===== src/rtl/alu_op_sequencer_pkg.sv =====
// Shared constants and types for the ALU front-end sequencer: ALU control codes,
// MIPS opcode/funct encodings, sequencer states and op classes.
package alu_pkg;

    localparam logic [3:0] ALU_AND = 4'b0000;
    localparam logic [3:0] ALU_OR  = 4'b0001;
    localparam logic [3:0] ALU_ADD = 4'b0010;
    localparam logic [3:0] ALU_SUB = 4'b0110;
    localparam logic [3:0] ALU_SLT = 4'b0111;
    localparam logic [3:0] ALU_NOR = 4'b1100;

    localparam logic [5:0] OP_RTYPE = 6'b000000;
    localparam logic [5:0] OP_BEQ   = 6'b000100;
    localparam logic [5:0] OP_ADDI  = 6'b001000;
    localparam logic [5:0] OP_SLTI  = 6'b001010;
    localparam logic [5:0] OP_ANDI  = 6'b001100;
    localparam logic [5:0] OP_ORI   = 6'b001101;
    localparam logic [5:0] OP_LW    = 6'b100011;
    localparam logic [5:0] OP_SW    = 6'b101011;

    localparam logic [5:0] FN_ADD = 6'b100000;
    localparam logic [5:0] FN_SUB = 6'b100010;
    localparam logic [5:0] FN_AND = 6'b100100;
    localparam logic [5:0] FN_OR  = 6'b100101;
    localparam logic [5:0] FN_NOR = 6'b100111;
    localparam logic [5:0] FN_SLT = 6'b101010;

    typedef enum logic [1:0] {
        ST_IDLE = 2'd0,
        ST_EXEC = 2'd1,
        ST_DONE = 2'd2
    } state_t;

    // Only ARITH reports overflow; set-less-than lives in LOGIC so slt/slti never do.
    typedef enum logic [1:0] {
        CLS_ARITH  = 2'd0,
        CLS_LOGIC  = 2'd1,
        CLS_BRANCH = 2'd2,
        CLS_MEM    = 2'd3
    } op_class_t;

endpackage


===== src/rtl/alu_op_sequencer_if.sv =====
// Upstream instruction handshake and downstream result handshake of the sequencer.
interface alu_op_sequencer_if #(
    parameter int DATA_W = 32
);
    logic              in_valid;
    logic              in_ready;
    logic [5:0]        opcode;
    logic [5:0]        funct;
    logic [DATA_W-1:0] rs_val;
    logic [DATA_W-1:0] rt_val;
    logic [15:0]       imm;

    logic              out_valid;
    logic              out_ready;
    logic [DATA_W-1:0] res_data;
    logic              res_zero;
    logic              res_ovf;
    logic              res_branch;
    logic              res_illegal;

    modport master (
        output in_valid, opcode, funct, rs_val, rt_val, imm, out_ready,
        input  in_ready, out_valid, res_data, res_zero, res_ovf, res_branch, res_illegal
    );

    modport slave (
        input  in_valid, opcode, funct, rs_val, rt_val, imm, out_ready,
        output in_ready, out_valid, res_data, res_zero, res_ovf, res_branch, res_illegal
    );
endinterface


===== src/rtl/alu_op_sequencer_decode.sv =====
// Combinational instruction decode: opcode/funct to ALU control, operand-b source,
// immediate extension mode, op class and illegal flag.
module alu_op_decode
    import alu_pkg::*;
(
    input  logic [5:0] opcode,
    input  logic [5:0] funct,
    output logic [3:0] alu_control,
    output logic       b_imm,
    output logic       zero_ext,
    output op_class_t  op_class,
    output logic       illegal
);

    always_comb begin
        alu_control = ALU_AND;
        b_imm       = 1'b0;
        zero_ext    = 1'b0;
        op_class    = CLS_LOGIC;
        illegal     = 1'b0;
        case (opcode)
            OP_RTYPE: begin
                case (funct)
                    FN_AND: alu_control = ALU_AND;
                    FN_OR:  alu_control = ALU_OR;
                    FN_NOR: alu_control = ALU_NOR;
                    FN_SLT: alu_control = ALU_SLT;
                    FN_ADD: begin
                        alu_control = ALU_ADD;
                        op_class    = CLS_ARITH;
                    end
                    FN_SUB: begin
                        alu_control = ALU_SUB;
                        op_class    = CLS_ARITH;
                    end
                    default: illegal = 1'b1;
                endcase
            end
            OP_ADDI: begin
                alu_control = ALU_ADD;
                b_imm       = 1'b1;
                op_class    = CLS_ARITH;
            end
            OP_LW, OP_SW: begin
                alu_control = ALU_ADD;
                b_imm       = 1'b1;
                op_class    = CLS_MEM;
            end
            OP_SLTI: begin
                alu_control = ALU_SLT;
                b_imm       = 1'b1;
            end
            OP_ANDI: begin
                alu_control = ALU_AND;
                b_imm       = 1'b1;
                zero_ext    = 1'b1;
            end
            OP_ORI: begin
                alu_control = ALU_OR;
                b_imm       = 1'b1;
                zero_ext    = 1'b1;
            end
            OP_BEQ: begin
                alu_control = ALU_SUB;
                op_class    = CLS_BRANCH;
            end
            default: illegal = 1'b1;
        endcase
    end

endmodule


===== src/rtl/alu_op_sequencer.sv =====
// Multicycle ALU front end: accepts a decoded instruction, drives alu_32 for
// EXEC_CYCLES cycles, captures result/flags and offers them downstream.
module alu_op_sequencer
    import alu_pkg::*;
#(
    parameter int DATA_W      = 32,
    parameter int EXEC_CYCLES = 1
) (
    input  logic              clk,
    input  logic              rst,
    alu_op_sequencer_if.slave bus,
    output logic [DATA_W-1:0] alu_a,
    output logic [DATA_W-1:0] alu_b,
    output logic [3:0]        alu_control,
    input  logic [DATA_W-1:0] alu_result,
    input  logic              alu_zero,
    input  logic              alu_overflow
);

    localparam logic [3:0] EXEC_LOAD = 4'(EXEC_CYCLES - 1);

    state_t            state;
    state_t            state_nxt;
    logic [3:0]        exec_cnt;
    op_class_t         op_class_q;

    logic [3:0]        dec_control;
    logic              dec_b_imm;
    logic              dec_zero_ext;
    op_class_t         dec_class;
    logic              dec_illegal;
    logic [DATA_W-1:0] imm_ext;

    alu_op_decode u_decode (
        .opcode      (bus.opcode),
        .funct       (bus.funct),
        .alu_control (dec_control),
        .b_imm       (dec_b_imm),
        .zero_ext    (dec_zero_ext),
        .op_class    (dec_class),
        .illegal     (dec_illegal)
    );

    assign imm_ext = dec_zero_ext ? {{(DATA_W-16){1'b0}}, bus.imm}
                                  : {{(DATA_W-16){bus.imm[15]}}, bus.imm};

    assign bus.in_ready  = (state == ST_IDLE);
    assign bus.out_valid = (state == ST_DONE);

    always_comb begin
        state_nxt = state;
        case (state)
            ST_IDLE: if (bus.in_valid) state_nxt = dec_illegal ? ST_DONE : ST_EXEC;
            ST_EXEC: if (exec_cnt == 4'd0) state_nxt = ST_DONE;
            ST_DONE: if (bus.out_ready) state_nxt = ST_IDLE;
            default: state_nxt = ST_IDLE;
        endcase
    end

    always_ff @(posedge clk) begin
        if (rst) begin
            state           <= ST_IDLE;
            exec_cnt        <= 4'd0;
            op_class_q      <= CLS_ARITH;
            alu_a           <= '0;
            alu_b           <= '0;
            alu_control     <= ALU_AND;
            bus.res_data    <= '0;
            bus.res_zero    <= 1'b0;
            bus.res_ovf     <= 1'b0;
            bus.res_branch  <= 1'b0;
            bus.res_illegal <= 1'b0;
        end else begin
            state <= state_nxt;
            case (state)
                ST_IDLE: begin
                    if (bus.in_valid) begin
                        bus.res_data    <= '0;
                        bus.res_zero    <= 1'b0;
                        bus.res_ovf     <= 1'b0;
                        bus.res_branch  <= 1'b0;
                        bus.res_illegal <= dec_illegal;
                        // Illegal encodings leave the ALU operands untouched.
                        if (!dec_illegal) begin
                            alu_a       <= bus.rs_val;
                            alu_b       <= dec_b_imm ? imm_ext : bus.rt_val;
                            alu_control <= dec_control;
                            op_class_q  <= dec_class;
                            exec_cnt    <= EXEC_LOAD;
                        end
                    end
                end
                ST_EXEC: begin
                    if (exec_cnt == 4'd0) begin
                        bus.res_data   <= alu_result;
                        bus.res_zero   <= alu_zero;
                        bus.res_ovf    <= (op_class_q == CLS_ARITH) && alu_overflow;
                        bus.res_branch <= (op_class_q == CLS_BRANCH) && alu_zero;
                    end else begin
                        exec_cnt <= exec_cnt - 4'd1;
                    end
                end
                default: ;
            endcase
        end
    end

endmodule


===== src/flat_wrapper.sv =====
// flat-port wrapper written by rule: the top's interface ports become plain ports
module alu_op_sequencer_flat import alu_pkg::*;
#(
    parameter int DATA_W      = 32,
    parameter int EXEC_CYCLES = 1
)
  (clk, rst, alu_a, alu_b, alu_control, alu_result, alu_zero, alu_overflow, bus_in_valid, bus_opcode, bus_funct, bus_rs_val, bus_rt_val, bus_imm, bus_out_ready, bus_in_ready, bus_out_valid, bus_res_data, bus_res_zero, bus_res_ovf, bus_res_branch, bus_res_illegal);
  alu_op_sequencer_if #(.DATA_W(DATA_W)) bus_i ();
  input  logic clk;
  input  logic rst;
  output logic [DATA_W-1:0] alu_a;
  output logic [DATA_W-1:0] alu_b;
  output logic [3:0] alu_control;
  input  logic [DATA_W-1:0] alu_result;
  input  logic alu_zero;
  input  logic alu_overflow;
  input wire logic [$bits(bus_i.in_valid)-1:0] bus_in_valid;
  input wire logic [$bits(bus_i.opcode)-1:0] bus_opcode;
  input wire logic [$bits(bus_i.funct)-1:0] bus_funct;
  input wire logic [$bits(bus_i.rs_val)-1:0] bus_rs_val;
  input wire logic [$bits(bus_i.rt_val)-1:0] bus_rt_val;
  input wire logic [$bits(bus_i.imm)-1:0] bus_imm;
  input wire logic [$bits(bus_i.out_ready)-1:0] bus_out_ready;
  output wire logic [$bits(bus_i.in_ready)-1:0] bus_in_ready;
  output wire logic [$bits(bus_i.out_valid)-1:0] bus_out_valid;
  output wire logic [$bits(bus_i.res_data)-1:0] bus_res_data;
  output wire logic [$bits(bus_i.res_zero)-1:0] bus_res_zero;
  output wire logic [$bits(bus_i.res_ovf)-1:0] bus_res_ovf;
  output wire logic [$bits(bus_i.res_branch)-1:0] bus_res_branch;
  output wire logic [$bits(bus_i.res_illegal)-1:0] bus_res_illegal;
  assign bus_i.in_valid = bus_in_valid;
  assign bus_i.opcode = bus_opcode;
  assign bus_i.funct = bus_funct;
  assign bus_i.rs_val = bus_rs_val;
  assign bus_i.rt_val = bus_rt_val;
  assign bus_i.imm = bus_imm;
  assign bus_i.out_ready = bus_out_ready;
  assign bus_in_ready = bus_i.in_ready;
  assign bus_out_valid = bus_i.out_valid;
  assign bus_res_data = bus_i.res_data;
  assign bus_res_zero = bus_i.res_zero;
  assign bus_res_ovf = bus_i.res_ovf;
  assign bus_res_branch = bus_i.res_branch;
  assign bus_res_illegal = bus_i.res_illegal;
  alu_op_sequencer #(.DATA_W(DATA_W), .EXEC_CYCLES(EXEC_CYCLES)) u_core (.clk(clk), .rst(rst), .bus(bus_i), .alu_a(alu_a), .alu_b(alu_b), .alu_control(alu_control), .alu_result(alu_result), .alu_zero(alu_zero), .alu_overflow(alu_overflow));
endmodule

===== config.mk =====
export PLATFORM = sky130hd
export DESIGN_NAME = alu_op_sequencer_flat
export DESIGN_NICKNAME = d
export VERILOG_FILES = /design/src/rtl/alu_op_sequencer_pkg.sv /design/src/rtl/alu_op_sequencer_if.sv /design/src/rtl/alu_op_sequencer_decode.sv /design/src/rtl/alu_op_sequencer.sv /design/src/flat_wrapper.sv
export SDC_FILE = /design/constraint.sdc
export NUM_CORES = 1
export LEC_CHECK = 0
export CAP_MARGIN = 30
export CORE_MARGIN = 2
export CORE_UTILIZATION = 30
export CTS_CLUSTER_SIZE = 40
export DETAILED_ROUTE_END_ITERATION = 10
export PLACE_DENSITY = 0.58
export SKIP_CTS_REPAIR_TIMING = 1
export SYNTH_ARGS = -nofsm -noshare
export SYNTH_HDL_FRONTEND = slang
export SYNTH_SLANG_ARGS = --single-unit

===== constraint.sdc =====
create_clock -name clk -period 6.1 [get_ports clk]
set_input_delay 1.83 -clock clk [delete_from_list [all_inputs] [get_ports clk]]
set_output_delay 1.83 -clock clk [all_outputs]
set_load 0.01 [all_outputs]

After elaboration in Yosys (flattened, before gate mapping)
Cells that the tools add are included.
{ "totals": {"reg_bits": 112, "inputBits": 130, "out_inout_bits": 106, "elab_cells": 82} }
{ "classes": {"bitwise": 1, "muxes": 29, "n_addsub": 1, "reduce_logical": 19, "eq_ne": 21} }
{ "ops": {"columns": ["op", "n"], "rows": [
  ["32-bit 2-to-1 mux", 4],
  ["32-bit one-hot mux with 2 select lines", 1],
  ["6-bit equality test (second input constant)", 8],
  ["4-bit one-hot mux with 5 select lines", 2],
  ["6-bit by 4-bit equality test with 1-bit output (second input constant)", 4],
  ["4-bit 2-to-1 mux", 3],
  ["6-bit OR reduction", 2],
  ["3-bit AND reduction", 3],
  ["1-bit 2-to-1 mux", 8],
  ["2-bit 2-to-1 mux", 4],
  ["2-bit != test (second input constant)", 4],
  ["1-bit one-hot mux with 2 select lines", 4],
  ["2-bit one-hot mux with 4 select lines", 1],
  ["4-bit one-hot mux with 2 select lines", 1],
  ["7-bit OR reduction", 1],
  ["6-bit by 3-bit equality test with 1-bit output (second input constant)", 1],
  ["6-bit zero test", 1],
  ["2-bit one-hot mux with 3 select lines", 1],
  ["2-bit OR reduction", 3],
  ["2-bit equality test (second input constant)", 2],
  ["2-bit zero test", 2],
  ["4-bit zero test", 1],
  ["4-bit AND reduction", 1],
  ["4-bit by 1-bit subtractor with 4-bit output (second input constant)", 1],
  ["7 further kinds", 8]
]} }

Depth between registers and ports, before layout
Gate-level depths: netlist (run 1).
{ "depth": {"ltp_word": 7, "mapped_depth": 9} }

Cells and area by module
A second synthesis (run 1) with hierarchy kept.
{ "unflattened": {"cells_unflattened": 559, "hier_area_um2": 4847.1} }
{ "by_module_without_submodules": {"columns": ["module", "n_inst", "area_per_inst_um2", "seq_area_each_um2", "cells_each"], "rows": [
  ["alu_op_sequencer", 1, 4479.3, 2242.2, 510],
  ["alu_op_decode", 1, 367.9, 0.0, 49]
]} }

Worst setup path before layout (run 1)
Ideal clock, no wire load.
{ "synth_path": {"kind": "input to register", "from": "input port bus_opcode[2]", "to": "register u_core.alu_b[28]", "setup_time_ps": 86, "setup_slack_ps": 2826, "t_arrival_ps": 3188, "path_stages": 6, "path_cell_list": "buf_2 o41a_4 nor3b_4 buf_6 a21oi_1 a211oi_1"} }
{ "synth_between": {"elab_chain_len": 5} }
{ "synth_lines": {"columns": ["element", "line_no", "rtl"], "rows": [
  ["from (decl)", "flat_wrapper.sv:18", "input wire logic [$bits(bus_i.opcode)-1:0] bus_opcode;"],
  ["6-bit by 3-bit equality test with 1-bit output, or another cell as far along", "alu_op_sequencer_decode.sv:21", "case (opcode)"],
  ["7-bit OR reduction (no source line) / 2-bit OR reduction (equally long branches)", null, null],
  ["1-bit one-hot mux with 2 select lines / 1-bit 2-to-1 mux (equally long branches)", "alu_op_sequencer_decode.sv:21", null],
  ["1-bit NOT (no source line) / 32-bit 2-to-1 mux (equally long branches)", null, null],
  ["3-bit AND reduction (no source line) / 32-bit 2-to-1 mux (equally long branches)", null, null],
  ["to (signal assigned)", "alu_op_sequencer.sv:86", "alu_b <= dec_b_imm ? imm_ext : bus.rt_val;"],
  ["to (decl)", "alu_op_sequencer.sv:13", "output logic [DATA_W-1:0] alu_b,"]
]} }
Parallel ways exist; a longest one is shown, timed or not.
A chain may end at the register's enable or synchronous reset.

Worst setup path after layout (run 1)
{ "layout_path": {"from": "input port bus_opcode[2]", "to": "register u_core.alu_a[4]"} }
{ "layout_between": {"elab_chain_len": 5} }
{ "layout_lines": {"columns": ["element", "line_no", "rtl"], "rows": [
  ["6-bit by 3-bit equality test with 1-bit output, or another cell as far along", "alu_op_sequencer_decode.sv:21", null],
  ["7-bit OR reduction (no source line)", null, null],
  ["1-bit one-hot mux with 2 select lines (*)", "alu_op_sequencer_decode.sv:21", null],
  ["1-bit NOT (no source line) (*)", null, null],
  ["3-bit AND reduction (no source line) (*)", null, null],
  ["to (signal assigned)", "alu_op_sequencer.sv:85", "alu_a <= bus.rs_val;"],
  ["to (decl)", "alu_op_sequencer.sv:12", "output logic [DATA_W-1:0] alu_a,"]
]} }
Mark *: on every way between the ends. The rest lies on a longest branch, timed or not.

==> metrics.md, run 1 <==
| Metric | Value |
|---|---|
| CP endpoint kind | register |
| Crit-path max cell delay | 0.77 ns |
| Area of the die | 0.01714 mm^2 |
| Max Cap Violations | 0 |
| Achievable Freq | 0.2368 GHz |
| Starting density of the core | 30.54% |
| Net count, final | 921 |
| Slowest-stage cell, CP | o21a_2 |
| Max Transition Viols Final | 0 |
| Reported leakage power | 0.002473 uW |
| Core ar. | 0.01583 mm^2 |
| Post-DP HPWL | 11360 um |
| Synth Register Bits | 112 |
| Area of placed instances | 0.007263 mm^2 |
| Reg power frac | 44.2% |
| Non-Filler Instances | 1011 |
| Share of post-route cells with drive strength above 1 | 4.906% |
| Run status | completed |
| Maximum buffer depth of the clock tree | 2 |
| Vias in the first global route | 5063 |
| P&R area growth vs syn | 57.91% |
| Placed cells | 995 |
| WHS | 0.4512 ns |
| Pin count of the biggest net entering global routing | 60 |
| Net switching component of the power | 394.6 uW |
| Critical path launch point type | input port |
| Yosys warning total | 0 |
| Clock latency at the later pin of the worst-skew pair | 0.35 ns |
| Final hold vios | 0 |
| Final setup skew | 0.007105 ns |
| Synthesized Nets | 724 |
| Clk pwr share | 42.0% |
| TritonCTS Sinks | 112 |
| Clock buffer count from CTS | 9 |
| Cells traversed along the worst timing path | clkdlybuf4s50_1 -> nand4b_1 -> nand2_1 -> o21a_2 -> buf_4 -> nand3_1 -> a21oi_1 |
| Post-synthesis instance total | 593 |
| Worst slew slack as a fraction of its limit | 34.91% |
| Sw Share | 22.98% |
| Number of detailed-routing iterations run before antenna repair | 4 |
| CP max FO | 47 |
| Drt drc | 0 |
| Vias | 5183 |
| First-pass GRT wire length | 25510 um |
| Crit path DAT | 4.50 ns |
| GRT Util Overall | 18.70% |
| Start-to-end type of the worst setup path | in -> reg |
| Unrepaired setup endpoints after global routing | false |
| Fraction of synthesis flops using an asynchronous set or reset pin | 0% |
| DRT Wirelength | 16300 um |
| Total Neg Setup Slack | 0 ns |
| P per Cell Area | 225.0 mW/mm^2 |
| Post-synthesis average cell area | 8.151 um^2 |
| Ant. Diodes | 0 |
| Hold Crit Class | reg -> reg |
| Avg Vias per Cell | 5.127 |
| Count of standard-cell rows | 46 |
| Sequential fraction of the synthesis area | 46.39% |
| Required time at the worst-slack endpoint | 6.37 ns |
| Library cells used by synthesis | 51 |
| Internal Pwr Total | 1323 uW |
| Master cell of the clock root buffer | clkbuf_16 |
| Initial antenna violation count | 0 |
| CTS H-Tree Depth | 3 |
| Drt wl/cell | 16.12 um |
| Slew at the pin closest to its max-slew limit | 0.9752 ns |
| IO Pins | 236 |
| Overflow left after global routing | 0 |
| Die height | 130.9 um |
| Detailed Route Iter0 Violations | 287 |
| Period utilisation layout | 69.23% |
| Fill cell count | 1525 |
| Number of enable-type register cells in the synthesized netlist | 0 |
| Tmin final | 4.223 ns |
| Fin area | 0.007632 mm^2 |
| Most frequently used flop master after synthesis | dfxtp_1 |
| Routability congestion estimate from global placement | 0.8180 |
| TritonCTS clock tree | built |
| Post-route antenna net violation count | 0 |
| Worst supply voltage drop on vdd | 128.7 uV |
| Number of setup violations in the final report | 0 |
| Clock transition at the register clock pins on the worst setup and hold paths after CTS | 0.07 ns |
| Combinational fraction of design power | 13.9% |
| Number of I/O port buffers | 235 |
| Die extent in x | 130.9 um |
| Cell area after technology mapping | 0.004833 mm^2 |
flip-flops by register name, summed over array words and instances, names as in the netlist:
name,count
u_core.state,2
u_core.alu_a,32
u_core.bus.res_branch,1
u_core.bus.res_data,32
u_core.bus.res_illegal,1
u_core.bus.res_zero,1
u_core.alu_b,32
u_core.op_class_q,2
u_core.bus.res_ovf,1
u_core.exec_cnt,4
u_core.alu_control,4
cell usage after synthesis, drive strengths merged (2+ instances only):
library cell	number	area share, %
buf	29	3.5
nand2b	5	0.65
nand4	2	0.26
o21ai	41	4.3
dfxtp	112	46
inv	6	0.47
o21a	3	0.47
o21bai	2	0.39
nor2	14	1.2
a311oi	17	3.1
nand4b	3	0.54
nor3b	2	0.54
a211oi	19	3.1
a21oi	130	14
nor2b	7	0.91
nor3	6	0.62
clkbuf	28	2.2
nand2	73	5.7
o211ai	3	0.47
or3	2	0.26
a31oi	3	0.39
nand3	68	7.0
layout by cell type (no fill, tap or decap), types with 2 or more instances in the layout:
cell | synthesis | routed
clkdlybuf4s50_1 | 0 | 234
a21oi_1 | 129 | 129
dfxtp_1 | 112 | 112
nand2_1 | 73 | 73
nand3_1 | 68 | 68
o21ai_0 | 33 | 33
a211oi_1 | 18 | 18
a311oi_1 | 17 | 17
nor2_1 | 13 | 12
clkbuf_16 | 0 | 9
buf_4 | 5 | 8
o21ai_1 | 7 | 7
inv_1 | 6 | 6
nor2b_1 | 7 | 6
nor3_1 | 6 | 6
nand2b_1 | 5 | 5
bufinv_16 | 0 | 4
nand4b_1 | 3 | 3
o211ai_1 | 3 | 3
a31oi_1 | 3 | 3
o21a_1 | 3 | 2
nand4_1 | 2 | 2
or3_1 | 2 | 2
clkinvlp_4 | 0 | 2
routing by layer:
| layer | up-vias | GRT usage (%) | part of all wire (%) |
|---|---|---|---|
| met5 | - | 0 | 0 |
| met3 | 19 | 5.415 | 8.5 |
| met1 | 2440 | 23.54 | 43 |
| met4 | 0 | 5.945 | 1.5 |
| li1 | 2541 | - | - |
| met2 | 183 | 31.00 | 47 |
worst max-delay path, delay by kind of cell:
family                 cells  cell delay, ns
and+or+nand+nor            3            0.72
buffers and inverters      2            0.99
AOI/OAI and AO/OA          2            0.93
stage by stage:
stage               power (uW)  util, %  setup slack, ns
floorplan                869.9        -            2.826
global placement          1010    45.79            1.690
detailed placement        1014    45.89            1.559
CTS                       1743    48.22            1.934
global route              1793    48.22            1.636
finish                    1717    48.22            1.877
final timing paths:
| check | startpoint | slack (ns) | end | depth (start not counted) |
|---|---|---|---|---|
| worst min-delay path | u_core.bus.res_data[27]$_SDFFE_PP0P_ | 0.45 | u_core.bus.res_data[27]$_SDFFE_PP0P_ | 2 |
| worst min register to register | u_core.bus.res_data[27]$_SDFFE_PP0P_ | 0.45 | u_core.bus.res_data[27]$_SDFFE_PP0P_ | 2 |
| worst max register to register | u_core.state[0]$_SDFFE_PP0P_ | 3.65 | u_core.alu_a[4]$_SDFFE_PP0P_ | 6 |
| worst max-delay path | bus_opcode[2] | 1.88 | u_core.alu_a[4]$_SDFFE_PP0P_ | 7 |
power by group through the flow:
stage / registers [uW] / logic [uW] / clock network [uW]
4_1_cts: 758 / 240 / 745
5_1_grt: 760 / 260 / 772
6_report: 758 / 239 / 720
3_3_place_gp: 775 / 235 / 0
2_1_floorplan: 779 / 90.5 / 0
3_5_place_dp: 775 / 239 / 0
layout make-up:
cell class	instances	area, um^2	area share, %
repair buffers	243	2417	31.67
multi-input cells	418	2311	30.28
flip-flops and latches	112	2242	29.38
well taps	216	270.3	3.541
clock buffers	9	225.2	2.951
clock inverters	7	143.9	1.885
inverters	6	22.52	0.2951
kinds of logic after synthesis:
family | share of synthesized area, %
buffers and inverters | 6.161
AOI/OAI and AO/OA | 27.88
DFF | 46.39
adders and majority gates | 0.2588
and+or+nand+nor | 19.31
Power figures use the tool's default switching activity.
==> inputs of run 2 (changes only) <==
==> constraint.sdc (replaced) <==
create_clock -name clk -period 3.9 [get_ports clk]
set_input_delay 1.17 -clock clk [delete_from_list [all_inputs] [get_ports clk]]
set_output_delay 1.17 -clock clk [all_outputs]
set_load 0.01 [all_outputs]
==> run 2 against run 1 <==
Count of clock-buffer cells in the layout rose by 1. Non-clock buffer count rose by 6. Die area unchanged. Critical endpoint is now u_core.alu_b[15]$_SDFFE_PP0P_. Highest routed layer unchanged. Largest power group unchanged. Largest cell class unchanged. Sequential share of layout area barely moved. Clock power rose by 34%.
==> metrics.md, run 2 (synthesis results as in run 1) <==
| Metric | Value |
|---|---|
| Required time at the worst-slack endpoint | 4.08 ns (-2.29 ns) |
| Period utilisation layout | 84.63% |
| Run status | completed |
| Master cell of the clock root buffer | clkbuf_16 |
| Internal reg-to-reg setup slack | 1.82 ns (-1.83 ns) |
| Fin area | 0.007640 mm^2 (about the same) |
| Number of I/O port buffers | 235 (unchanged) |
| Worst slew slack as a fraction of its limit | 39.71% (+4.8 points) |
| Detailed Route Iter0 Violations | 325 (+13%) |
| Area of the die | 0.01714 mm^2 (unchanged) |
| DRT Wirelength | 16240 um (-0.32%) |
| Die height | 130.9 um (unchanged) |
| Area of placed instances | 0.007333 mm^2 (+0.96%) |
| Reported leakage power | 0.002484 uW (+0.46%) |
| Maximum buffer depth of the clock tree | 2 (unchanged) |
| Vias | 5193 (+0.19%) |
| Depth of the most critical reg-to-reg path | 7 (+1) |
| Number of detailed-routing iterations run before antenna repair | 4 (unchanged) |
| Routability congestion estimate from global placement | 0.7418 (-9.3%) |
| Hold Crit Class | reg -> reg |
| Crit path DAT | 3.48 ns (-1.02 ns) |
| Final setup skew | 0.005999 ns (-0.001106 ns) |
| Ant. Diodes | 0 (unchanged) |
| Largest registers | u_core.alu_a: 32 flops, u_core.alu_b: 32 flops, u_core.bus.res_data: 32 flops |
| Core ar. | 0.01583 mm^2 (unchanged) |
| Start-to-end type of the worst setup path | in -> reg |
| WHS | 0.4501 ns (-0.001130 ns) |
| Net count, final | 927 (+0.65%) |
| P&R area growth vs syn | 58.06% (about the same) |
| Worst r2r src | u_core.exec_cnt[0]$_SDFFE_PP0P_ |
| Hold path start | u_core.bus.res_data[11]$_SDFFE_PP0P_ |
| Clock transition at the register clock pins on the worst setup and hold paths after CTS | 0.07 ns (about the same) |
| CP endpoint kind | register |
| First-pass GRT wire length | 24890 um (-2.4%) |
| TritonCTS Sinks | 112 (unchanged) |
| Vias in the first global route | 4972 (-1.8%) |
| Post-DP HPWL | 11600 um (+2.1%) |
| Non-Filler Instances | 1017 (+0.59%) |
| Initial antenna violation count | 0 (unchanged) |
| Share of post-route cells with drive strength above 1 | 5.618% (+0.71 points) |
| Pin count of the biggest net entering global routing | 54 (-10%) |
| TritonCTS clock tree | built |
| Overflow left after global routing | 0 (unchanged) |
| Most common cell after layout, fill and taps aside | clkdlybuf4s50_1 |
| Critical path launch point type | input port |
| Highest-count cells in the layout ignoring fill and taps | clkdlybuf4s50_1, a21oi_1, dfxtp_1 |
| IO Pins | 236 (unchanged) |
| Drt drc | 0 (unchanged) |
| CP max FO | 37 (-21%) |
| Slew at the pin closest to its max-slew limit | 0.9023 ns (-0.07298 ns) |
| Placed cells | 1001 (+0.60%) |
| Final Util | 48.27% (about the same) |
| Final hold vios | 0 (unchanged) |
| Worst hold path depth | 2 (unchanged) |
| R2R Path End | u_core.exec_cnt[0]$_SDFFE_PP0P_ |
| Number of setup violations in the final report | 0 (unchanged) |
| CTS H-Tree Depth | 3 (unchanged) |
| Worst min-delay path endpoint | u_core.bus.res_data[11]$_SDFFE_PP0P_ |
| Drt wl/cell | 15.97 um (-0.91%) |
| Clock latency at the later pin of the worst-skew pair | 0.35 ns (about the same) |
| Achievable Freq | 0.3030 GHz |
| P per Cell Area | 330.7 mW/mm^2 (+47%) |
| Total Neg Setup Slack | 0 ns (unchanged) |
| Max Transition Viols Final | 0 (unchanged) |
| Max Cap Violations | 0 (unchanged) |
| Starting density of the core | 30.54% (unchanged) |
| Avg Vias per Cell | 5.106 (-0.40%) |
| Die extent in x | 130.9 um (unchanged) |
| Count of standard-cell rows | 46 (unchanged) |
| GRT Util Overall | 18.20% (-0.51 points) |
| Unrepaired setup endpoints after global routing | false |
| Post-route antenna net violation count | 0 (unchanged) |
| Tmin final | 3.300 ns |
| Clock buffer count from CTS | 9 (unchanged) |
| Worst supply voltage drop on vdd | 198.9 uV (+55%) |
## run 2: cell types whose count changed in the layout (fill, tap and decap cells not counted), sizes merged
cell / delta
buf: +6
bufinv: -3
clkbuf: +1
clkinv: +1
inv: +1
## run 2: area by class of cell
| type | instances | area, um^2 |
|---|---|---|
| timing repair buffer | 249 | 2487 |
| clock buffer | 10 | 239.0 |
| fill | 1487 | 8188 |
| multi-input combinational | 418 | 2311 |
| clock inverter | 6 | 67.56 |
| sequential | 112 | 2242 |
| inverter | 6 | 22.52 |
| tap | 216 | 270.3 |
## run 2: per-stage QoR
step	total power, uW	setup WS (ns)
4_1_cts	2556	0.5963
3_3_place_gp	1584	0.2665
6_report	2526	0.5996
3_5_place_dp	1589	0.2132
5_1_grt	2634	0.4324
2_1_floorplan	1361	1.286
## run 2: where the power goes
part	internal [uW]	switching, uW	total (uW)
sequential	1170	17.5	1190
combinational	209	168	377
clock	519	444	963
## run 2: critical path, stage by stage
cell,delay (ns)
clkdlybuf4s50_1,0.48
or2_1,0.29
o311ai_2,0.35
o21ba_4,0.26
nor2_4,0.71
a311oi_1,0.19
## run 2: worst max-delay path by stage
stage	from	to	slack [ns]	depth (start not counted)
global placement	bus_funct[0]	u_core.alu_a[1]$_SDFFE_PP0P_	0.27	7
finish	bus_funct[0]	u_core.alu_b[15]$_SDFFE_PP0P_	0.60	6
detailed placement	bus_funct[0]	u_core.op_class_q[0]$_SDFFE_PP0P_	0.21	6
global route	bus_funct[0]	u_core.alu_b[4]$_SDFFE_PP0P_	0.43	6
CTS	bus_funct[0]	u_core.op_class_q[0]$_SDFFE_PP0P_	0.60	6
floorplan	bus_opcode[2]	u_core.alu_b[28]$_SDFFE_PP0P_	1.29	6
## run 2: routing by layer
layer	vias up	track usage (%)	part of all wire, %
met5	-	0	0
met3	19	5.212	8.9
met4	0	6.946	1.6
met2	202	30.42	47
met1	2429	22.25	43
li1	2543	-	-
